File: src/rtl/trapezoid_feeder.sv
// Vertex FIFO feeding the trapezoid renderer: buffers upstream vertices and launches one
// complete 4-vertex trapezoid at a time while busy is low. Optional VERTEX_CHECK_EN drops malformed ones.
module trapezoid_feeder #(
    parameter int DEPTH_TZ = 4,
    parameter int HOLDOFF  = 2
) (
    input  logic        clk,
    input  logic        reset,
    input  logic        in_valid,
    output logic        in_ready,
    input  logic [7:0]  in_x,
    input  logic [7:0]  in_y,
    input  logic        busy,
    output logic        nt,
    output logic [7:0]  xi,
    output logic [7:0]  yi,
    output logic [15:0] tz_sent,
    output logic [7:0]  drop_cnt
);

    localparam int ENTRIES = 4 * DEPTH_TZ;
    localparam int AW      = $clog2(ENTRIES);
    localparam int CW      = AW + 1;
    localparam logic [CW-1:0] FULL_COUNT = CW'(ENTRIES);
    localparam logic [CW-1:0] TZ_COUNT   = CW'(4);
    localparam logic [3:0]    HOLD_LOAD  = 4'(HOLDOFF);

`ifdef VERTEX_CHECK_EN
    typedef enum logic [2:0] {IDLE, V0, V1, V2, V3, HOLD, DROP} state_t;
`else
    typedef enum logic [2:0] {IDLE, V0, V1, V2, V3, HOLD} state_t;
`endif

    state_t state_reg, state_next;

    // Each entry packs {x, y}.
    logic [15:0]   mem [ENTRIES];
    logic [AW-1:0] wr_ptr_reg, rd_ptr_reg;
    logic [CW-1:0] count_reg, count_next;
    logic          push;
    logic [2:0]    pop_n;
    logic [15:0]   head;

    logic          nt_reg, nt_next;
    logic [7:0]    xi_reg, xi_next;
    logic [7:0]    yi_reg, yi_next;
    logic [15:0]   tz_reg, tz_next;
    logic [3:0]    holdoff_reg, holdoff_next;
    logic          launch_ok;

    assign in_ready  = (count_reg != FULL_COUNT);
    assign push      = in_valid && in_ready;
    assign head      = mem[rd_ptr_reg];
    assign launch_ok = (count_reg >= TZ_COUNT) && !busy && (holdoff_reg == 4'd0);

    assign nt      = nt_reg;
    assign xi      = xi_reg;
    assign yi      = yi_reg;
    assign tz_sent = tz_reg;

`ifdef VERTEX_CHECK_EN
    logic [15:0] peek [4];
    logic        well_formed;
    logic [7:0]  drop_reg, drop_next;

    generate
        for (genvar gi = 0; gi < 4; gi++) begin : g_peek
            assign peek[gi] = mem[rd_ptr_reg + AW'(gi)];
        end
    endgenerate

    // Upper edge horizontal, lower edge horizontal and not above it, both edges left-to-right.
    assign well_formed = (peek[0][7:0] == peek[1][7:0]) &&
                         (peek[2][7:0] == peek[3][7:0]) &&
                         (peek[0][7:0] <= peek[2][7:0]) &&
                         (peek[0][15:8] <= peek[1][15:8]) &&
                         (peek[2][15:8] <= peek[3][15:8]);
    assign drop_cnt = drop_reg;
`else
    assign drop_cnt = 8'd0;
`endif

    always_comb begin
        state_next   = state_reg;
        nt_next      = 1'b0;
        xi_next      = 8'd0;
        yi_next      = 8'd0;
        pop_n        = 3'd0;
        tz_next      = tz_reg;
        holdoff_next = holdoff_reg;
`ifdef VERTEX_CHECK_EN
        drop_next    = drop_reg;
`endif
        case (state_reg)
            IDLE: begin
                if (launch_ok) begin
`ifdef VERTEX_CHECK_EN
                    if (!well_formed) begin
                        state_next = DROP;
                    end else begin
                        state_next = V0;
                        nt_next    = 1'b1;
                        xi_next    = head[15:8];
                        yi_next    = head[7:0];
                        pop_n      = 3'd1;
                    end
`else
                    state_next = V0;
                    nt_next    = 1'b1;
                    xi_next    = head[15:8];
                    yi_next    = head[7:0];
                    pop_n      = 3'd1;
`endif
                end
            end
            V0, V1, V2: begin
                state_next = (state_reg == V0) ? V1 : (state_reg == V1) ? V2 : V3;
                xi_next    = head[15:8];
                yi_next    = head[7:0];
                pop_n      = 3'd1;
            end
            V3: begin
                state_next   = HOLD;
                tz_next      = tz_reg + 16'd1;
                holdoff_next = HOLD_LOAD;
            end
            HOLD: begin
                // Leaves on the cycle the counter reaches zero so IDLE can launch right after.
                if (holdoff_reg != 4'd0) begin
                    holdoff_next = holdoff_reg - 4'd1;
                end
                if (holdoff_reg <= 4'd1) begin
                    state_next = IDLE;
                end
            end
`ifdef VERTEX_CHECK_EN
            DROP: begin
                state_next = IDLE;
                pop_n      = 3'd4;
                if (drop_reg != 8'hFF) begin
                    drop_next = drop_reg + 8'd1;
                end
            end
`endif
            default: begin
                state_next = IDLE;
            end
        endcase
        count_next = count_reg + CW'(push) - CW'(pop_n);
    end

    always_ff @(posedge clk) begin
        if (push) begin
            mem[wr_ptr_reg] <= {in_x, in_y};
        end
    end

    always_ff @(posedge clk or posedge reset) begin
        if (reset) begin
            state_reg   <= IDLE;
            wr_ptr_reg  <= '0;
            rd_ptr_reg  <= '0;
            count_reg   <= '0;
            nt_reg      <= 1'b0;
            xi_reg      <= 8'd0;
            yi_reg      <= 8'd0;
            tz_reg      <= 16'd0;
            holdoff_reg <= 4'd0;
        end else begin
            state_reg   <= state_next;
            wr_ptr_reg  <= wr_ptr_reg + AW'(push);
            rd_ptr_reg  <= rd_ptr_reg + AW'(pop_n);
            count_reg   <= count_next;
            nt_reg      <= nt_next;
            xi_reg      <= xi_next;
            yi_reg      <= yi_next;
            tz_reg      <= tz_next;
            holdoff_reg <= holdoff_next;
        end
    end

`ifdef VERTEX_CHECK_EN
    always_ff @(posedge clk or posedge reset) begin
        if (reset) begin
            drop_reg <= 8'd0;
        end else begin
            drop_reg <= drop_next;
        end
    end
`endif

endmodule
File: config.mk
export PLATFORM = sky130hd
export DESIGN_NAME = trapezoid_feeder
export DESIGN_NICKNAME = d
export VERILOG_FILES = /design/src/rtl/trapezoid_feeder.sv
export SDC_FILE = /design/constraint.sdc
export NUM_CORES = 1
export LEC_CHECK = 0
export CORE_MARGIN = 1.5
export CORE_UTILIZATION = 24
export DETAILED_ROUTE_END_ITERATION = 7
export HOLD_SLACK_MARGIN = 0.02
export RECOVER_POWER = 100
export SKIP_LAST_GASP = 1
export SYNTH_ARGS = -nofsm -noshare
export SYNTH_HDL_FRONTEND = slang
export SYNTH_SLANG_ARGS = --single-unit
File: constraint.sdc
create_clock -name clk -period 9.1 [get_ports clk]
set_clock_uncertainty 0.1 [all_clocks]
set_input_delay 1.82 -clock clk [delete_from_list [all_inputs] [get_ports clk]]
set_output_delay 1.82 -clock clk [all_outputs]
set_load 0.1 [all_outputs]
Word level (Yosys, flattened, before mapping) --
Memories as Yosys holds them, arrays and structs flattened. Index checks and enable logic that the tools add are counted.
Word-level totals: output and inout port bits 42, input bits 20, RAM bits 256, memories 1, bits in registers 53
Operators by class: muxes and demuxes 17, order comparisons 2, add/subtract/negate cells 6, reductions and logical operators 11, eq/ne operators 9
Memory list:
- mem | depth 16, width 16, rd ports 1, clocked after Yosys merged registers in 0, wr ports 1, line 37 | logic [15:0] mem [ENTRIES];
Operator list (number):
- $pmux 8 s2 | 2
- $add 16x1->16 const B | 1
- $mux 8 | 2
- $mux 3 | 4
- $pmux 3 s4 | 1
- $pmux 4 s2 | 1
- $eq 3x2->1 const B | 2
- $eq 3x3->1 const B | 2
- $ne 2x2->1 const B | 3
- $add 5x1->5 | 1
- $ge 5x3->1 const B | 1
- $mux 1 | 5
- $ne 5x5->1 const B | 1
- $sub 5x3->5 | 1
- $add 4x1->4 | 1
- $add 4x3->4 | 1
- $le 4x1->1 const B | 1
- $logic_not 4->1 | 1
- $mux 4 | 1
- $reduce_and 2->1 | 2
- $reduce_bool 4->1 | 1
- $sub 4x1->4 const B | 1
- $eq 3x1->1 const B | 1
- $logic_and 1x1->1 | 3
- other kinds (5) | 5

Longest topological paths before layout --
Gate-level depths: netlist (run 1).
word-level depth 6, gate-level depth with buffers 13

Least setup slack after synthesis (run 1) --
Ideal clock, no wire load.
path type input -> register, start point input busy, end point register count_reg[4], data required time 8920 ps, library setup time 80 ps, slack 4933 ps, stages 11, arrival time 3987 ps, path buffers 0, cell sequence or4b_4 > a221oi_4 > ha_1 > inv_1 > ha_1 > inv_1 > fa_1 > inv_1 > a21oi_1 > o21bai_1 > xnor2_1
On the way: longest elaborated chain between the ends 6
Ends and longest elaborated chain:
- from (decl) | line 13 | input logic busy,
- $logic_not 1->1 | line 54 | assign launch_ok = (count_reg >= TZ_COUNT) && !busy && (holdoff_reg == 4'd0);
- $logic_and 1x1->1 (2 in series) | line 54
- $mux 1 | line 96 | if (launch_ok) begin
- $pmux 1 s2 | line 94 | case (state_reg)
- $sub 5x3->5 | line 149 | count_next = count_reg + CW'(push) - CW'(pop_n);
- named net count_next[4] | line 39 | logic [CW-1:0] count_reg, count_next;
- to (signal assigned) | line 173 | count_reg <= count_next;
- to (decl) | line 39
The timed path passes the listed nets, and every way through them passes these cells. A chain may end at the register's enable or synchronous reset.

==> metrics.txt, run 1 <==
Remaining DRCs 0; Relative slew margins -121%; largest net degree at the start of global routing 67; Hold Buf Count CTS 0; CTS clk-pin slew, worst paths 60 ps; Placed Area 13500 µm²; r2r worst-path depth 8; Initial Util 24.2%; worst hold path startpoint tz_sent[15]; Setup CP Type input pin to async pin; Worst-Skew Late Latency 550 ps; status finished, violations left; layout cells sized above 1 16.9%; Avg Vias per Cell 4.21; final core utilization 28.6%; Setup Buffers After CTS 0; final setup fails 0; Largest Register mem; RD Place Congestion 0.717; Post-Route WL 25500 µm; Pwr per Cell Area 315 nW/µm²; crit-path max FO 53; die width 227 µm; Final #Nets 711; Final TNS setup 0 ps; DIE AREA 51700 µm²; Top-Level Pins 62; CTS tree done; max reg flops 256; FF+latch area 9020 µm²; Core ar. 50000 µm²; cts bufs inserted 29; Yosys reg bits 309; RR Endpoint mem[15][6]; fillers 4934; FF-to-FF setup slack 5620 ps; data required time of the worst path 8440 ps; hold crit path type flip-flop to flip-flop; clock sinks 309; first-pass GRT wire length 38400 µm; failing checks max-capacitance violations, max-slew violations; TritonRoute pass-1 iters 5; hold_ws 371 ps; hold depth 1; Syn-to-layout area delta 18.1%; number of global-route vias before repair 5975; H-tree Lvls 1; via count 5766; crit start category input pin; cell taking the most area after synthesis edfxtp_1; CTS resizes 0; Hold Path End tz_sent[15]; overall power 4500 µW; Root Buffer clkbuf_16; IO Port Bufs 53; RSZ-0062 raised after global routing no; Rows 82; most frequent cells in the layout edfxtp_1 (256), mux4_2 (64), dlygate4sd3_1 (53); Mapped Cells 602; Max Buffers Root-to-Sink 3; VDD IR-drop max 0.257 mV; syn_area_per_cell 20.1 µm²; DRT iter0 DRCs 429; maximum clock rate 184 MHz; multi-input combinational cell area 2820 µm²; synthesized area 12100 µm²; Synth area leaders edfxtp_1 (64%), mux4_2 (12%), dfrtp_1 (11%); Final period util 59.6%; initial antenna violation count 2; max_cap viols 4; commonest non-fill, non-tap cell in the layout edfxtp_1; critical path capture point type async pin; sequential-to-total area share from yosys stat 74.6%; crit path DAT 4770 ps; GRT Overall Usage 9.97%; total gr overflow 0; Yosys warnings 0; Slew @ Worst Pin 3320 ps; EDFF count, synth 256; Detail Route Antenna Nets 0; area fraction of the dominant cell type after synthesis 63.6%; Die Y 227 µm; FF-to-FF Start count_reg[2]; Synth Flop Type edfxtp_1; Final min period 5420 ps; fin area 14300 µm²; Fin. Hold Viols 0; DPL Wire Length 15100 µm; asr flop ratio synth 17.2%; Cell variety after synth 48; Slew Viols, Final 105; Pleak 0.00484 µW; Avg WL per Cell 18.6 µm
==> kinds of logic (layout without fill, tap and decap cells) <==
kind of cell | after synthesis | after routing | synth area share, %
compound gates | 28 | 28 | 1.69
xor+xnor | 25 | 25 | 1.81
fa+ha+maj | 16 | 16 | 1.72
buf+inv | 50 | 138 | 2.11
flops | 309 | 309 | 74.6
mux | 97 | 97 | 14.7
other cells | 1 | 9 | 0.0310
simple gates | 76 | 76 | 3.42
==> synthesized netlist by cell type (2+ instances only) <==
cell type and number:
buf_1 8, nand2b_1 3, nor2_1 19, or3_1 3
nand2_1 12, nand3_1 11, a21oi_1 3, nor3_1 4
nand3b_1 2, and2_1 3, xor2_1 4, ha_1 15
inv_1 14, edfxtp_1 256, clkbuf_1 7, buf_6 2
buf_2 9, o22ai_1 17, nand4_1 3, nor4_1 2
buf_4 8, and3_1 3, dfrtp_1 53, mux2i_1 33
mux4_2 64, xnor2_1 21, nor4b_1 2
==> through the flow <==
| step | std cells | worst slack (ps) |
|---|---|---|
| finish | 1370 | 3680 |
| floorplan | 609 | 4930 |
| global placement | 1316 | 4370 |
| global route | 1369 | 2880 |
| detailed placement | 1316 | 4390 |
| CTS | 1369 | 4630 |
==> worst max-delay path by stage <==
stage	endpoint	startpoint
2_1_floorplan	count_reg[4]	busy
3_3_place_gp	count_reg[4]	busy
3_5_place_dp	count_reg[4]	busy
4_1_cts	in_ready	count_reg[2]
5_1_grt	rd_ptr_reg[1]	reset
6_report	rd_ptr_reg[1]	reset
==> cell type report <==
cell class                 instances  share of cell area (%)
inverter                          15                   0.394
clock buffer                      41                    5.75
antenna                            1                  0.0175
clock inverter                    12                   0.815
tap                              672                    5.89
multi-input combinational        250                    19.7
timing repair buffer              70                    4.24
sequential                       309                    63.2
==> critical path, cell delays in order <==
cell and delay (ps):
dlygate4sd3_1 540, clkinv_1 40, clkbuf_1 2320
==> where the power goes <==
group          switching (µW)  internal [µW]  total (µW)
clock                     512            685        1200
sequential                152           1750        1900
combinational             857            544        1400
==> metal layers <==
metal | share of wire, % | vias to the layer above | global-route usage [%]
li1 | - | 2535 | -
met1 | 47 | 3031 | 14.1
met2 | 46 | 161 | 15.6
met3 | 5.2 | 37 | 2.13
met4 | 1.6 | 2 | 2.29
met5 | 0.051 | - | 0
Power figures use the tool's default switching activity.
==> run 2, diff against run 1 <==
clock period = 5.6 ns   (was 9.1 ns; I/O delays follow)
==> run 2 against run 1 <==
The flow still finishes with violations (max-capacitance violations, max-slew violations). Die area is the same. Design area grew 0.56%. Global-route usage shrank 0.086 points. Wire length shrank 1.2%. Setup slack lost 2000 ps. Clock power grew 75%. Flip-flop and latch count is the same. Cell count is essentially flat. Total power grew 66%. Clock-buffer cell count shrank 5. Combinational power grew 61%.
==> metrics.txt, run 2 (synthesis results as in run 1) <==
maximum clock rate 256 MHz; cts bufs inserted 28; Slew @ Worst Pin 1880 ps; CTS resizes 0; Fin. Hold Viols 0; total gr overflow 0; via count 5773; IO Port Bufs 53; Top-Level Pins 62; FF-to-FF setup slack 2120 ps; crit-path max FO 4; critical path capture point type flip-flop; Largest Register mem; RD Place Congestion 0.715; max_cap viols 3; most frequent cells in the layout edfxtp_1 (256), mux4_2 (64), dlygate4sd3_1 (53); Post-Route WL 25200 µm; CTS tree done; Max Buffers Root-to-Sink 3; Slew Viols, Final 51; CTS clk-pin slew, worst paths 70 ps; Remaining DRCs 0; Setup CP Type input pin to flip-flop; Pleak 0.00488 µW; CP max stage delay 620 ps; crit path DAT 4260 ps; Pwr per Cell Area 519 nW/µm²; Detail Route Antenna Nets 0; Core ar. 50000 µm²; max reg flops 256; H-tree Lvls 1; Avg Vias per Cell 4.22; Die Y 227 µm; Final TNS setup 0 ps; overall power 7450 µW; VDD IR-drop max 0.365 mV; cell mode on critical path inv_1; DIE AREA 51700 µm²; TritonRoute pass-1 iters 4; WP buf/inv 4; data required time of the worst path 5960 ps; status finished, violations left; Initial Util 24.2%; number of global-route vias before repair 5894; critical path cell sequence dlygate4sd3_1, or4b_1, a221oi_1, ha_1, inv_1, ha_1, inv_1, fa_1, inv_1, a21oi_1, o21bai_1, xnor2_1; largest net degree at the start of global routing 67; layout cells sized above 1 17.2%; Final period util 69.7%; failing checks max-capacitance violations, max-slew violations; commonest non-fill, non-tap cell in the layout edfxtp_1; Final #Nets 710; Syn-to-layout area delta 18.8%; initial antenna violation count 1; Final min period 3900 ps; CP delay by family, top adder cells; Setup Buffers After CTS 0; slowest stage cell, crit path a221oi_1; RSZ-0062 raised after global routing no; GRT Overall Usage 9.88%; first-pass GRT wire length 37900 µm; final setup fails 0; hold crit path type flip-flop to flip-flop; Avg WL per Cell 18.4 µm; Root Buffer clkbuf_16; DRT iter0 DRCs 474; die width 227 µm; Rows 82; clock sinks 309; Hold Buf Count CTS 0; Relative slew margins -25.6%; Worst-Skew Late Latency 550 ps; DPL Wire Length 15000 µm; crit start category input pin
run 2: path summary, 6_finish.rpt:
check	endpoint	start	depth (start not counted)
hold / removal	tz_sent[15]	tz_sent[15]	1
hold reg to reg	tz_sent[15]	tz_sent[15]	1
max in group asynchronous	rd_ptr_reg[1]	reset	3
min in group asynchronous	xi[4]	reset	2
setup / recovery	count_reg[4]	busy	12
setup reg to reg	mem[11][9]	count_reg[2]	8
run 2: stage by stage:
| stage | cells | worst slack, ps | utilization (%) | cell area, µm² | hold slack, ps |
|---|---|---|---|---|---|
| 6_report | 1369 | 1700 | 28.7 | 14400 | 374 |
| 5_1_grt | 1368 | 1480 | 28.7 | 14400 | 411 |
| 4_1_cts | 1368 | 1860 | 29.0 | 14500 | 396 |
| 3_5_place_dp | 1316 | 1570 | 27.0 | 13500 | 387 |
| 3_3_place_gp | 1316 | 1570 | 27.0 | 13500 | 363 |
| 2_1_floorplan | 609 | 1920 | - | 12100 | 377 |
run 2: routing by layer:
metal,wire length [µm],track usage (%),vias up
li1,-,-,2541
met1,11900,14.0,3060
met2,11400,15.4,137
met3,1410,2.21,35
met4,432,2.05,0
met5,0,0,-
run 2: area by class of cell:
| class | count | area (µm²) |
|---|---|---|
| repair buffers | 70 | 609 |
| fillers | 4948 | 35600 |
| clock inverters | 16 | 231 |
| flip-flops and latches | 309 | 9020 |
| multi-input cells | 250 | 2820 |
| inverters | 15 | 56.3 |
| clock buffers | 36 | 782 |
| well taps | 672 | 841 |
| diodes | 1 | 2.50 |
run 2: power by group:
part	internal (µW)	leakage, µW	switching (µW)	total [µW]
clock	1260	0.000504	837	2100
sequential	2830	0.00299	270	3100
combinational	885	0.00139	1360	2250
total	4980	0.00488	2470	7450
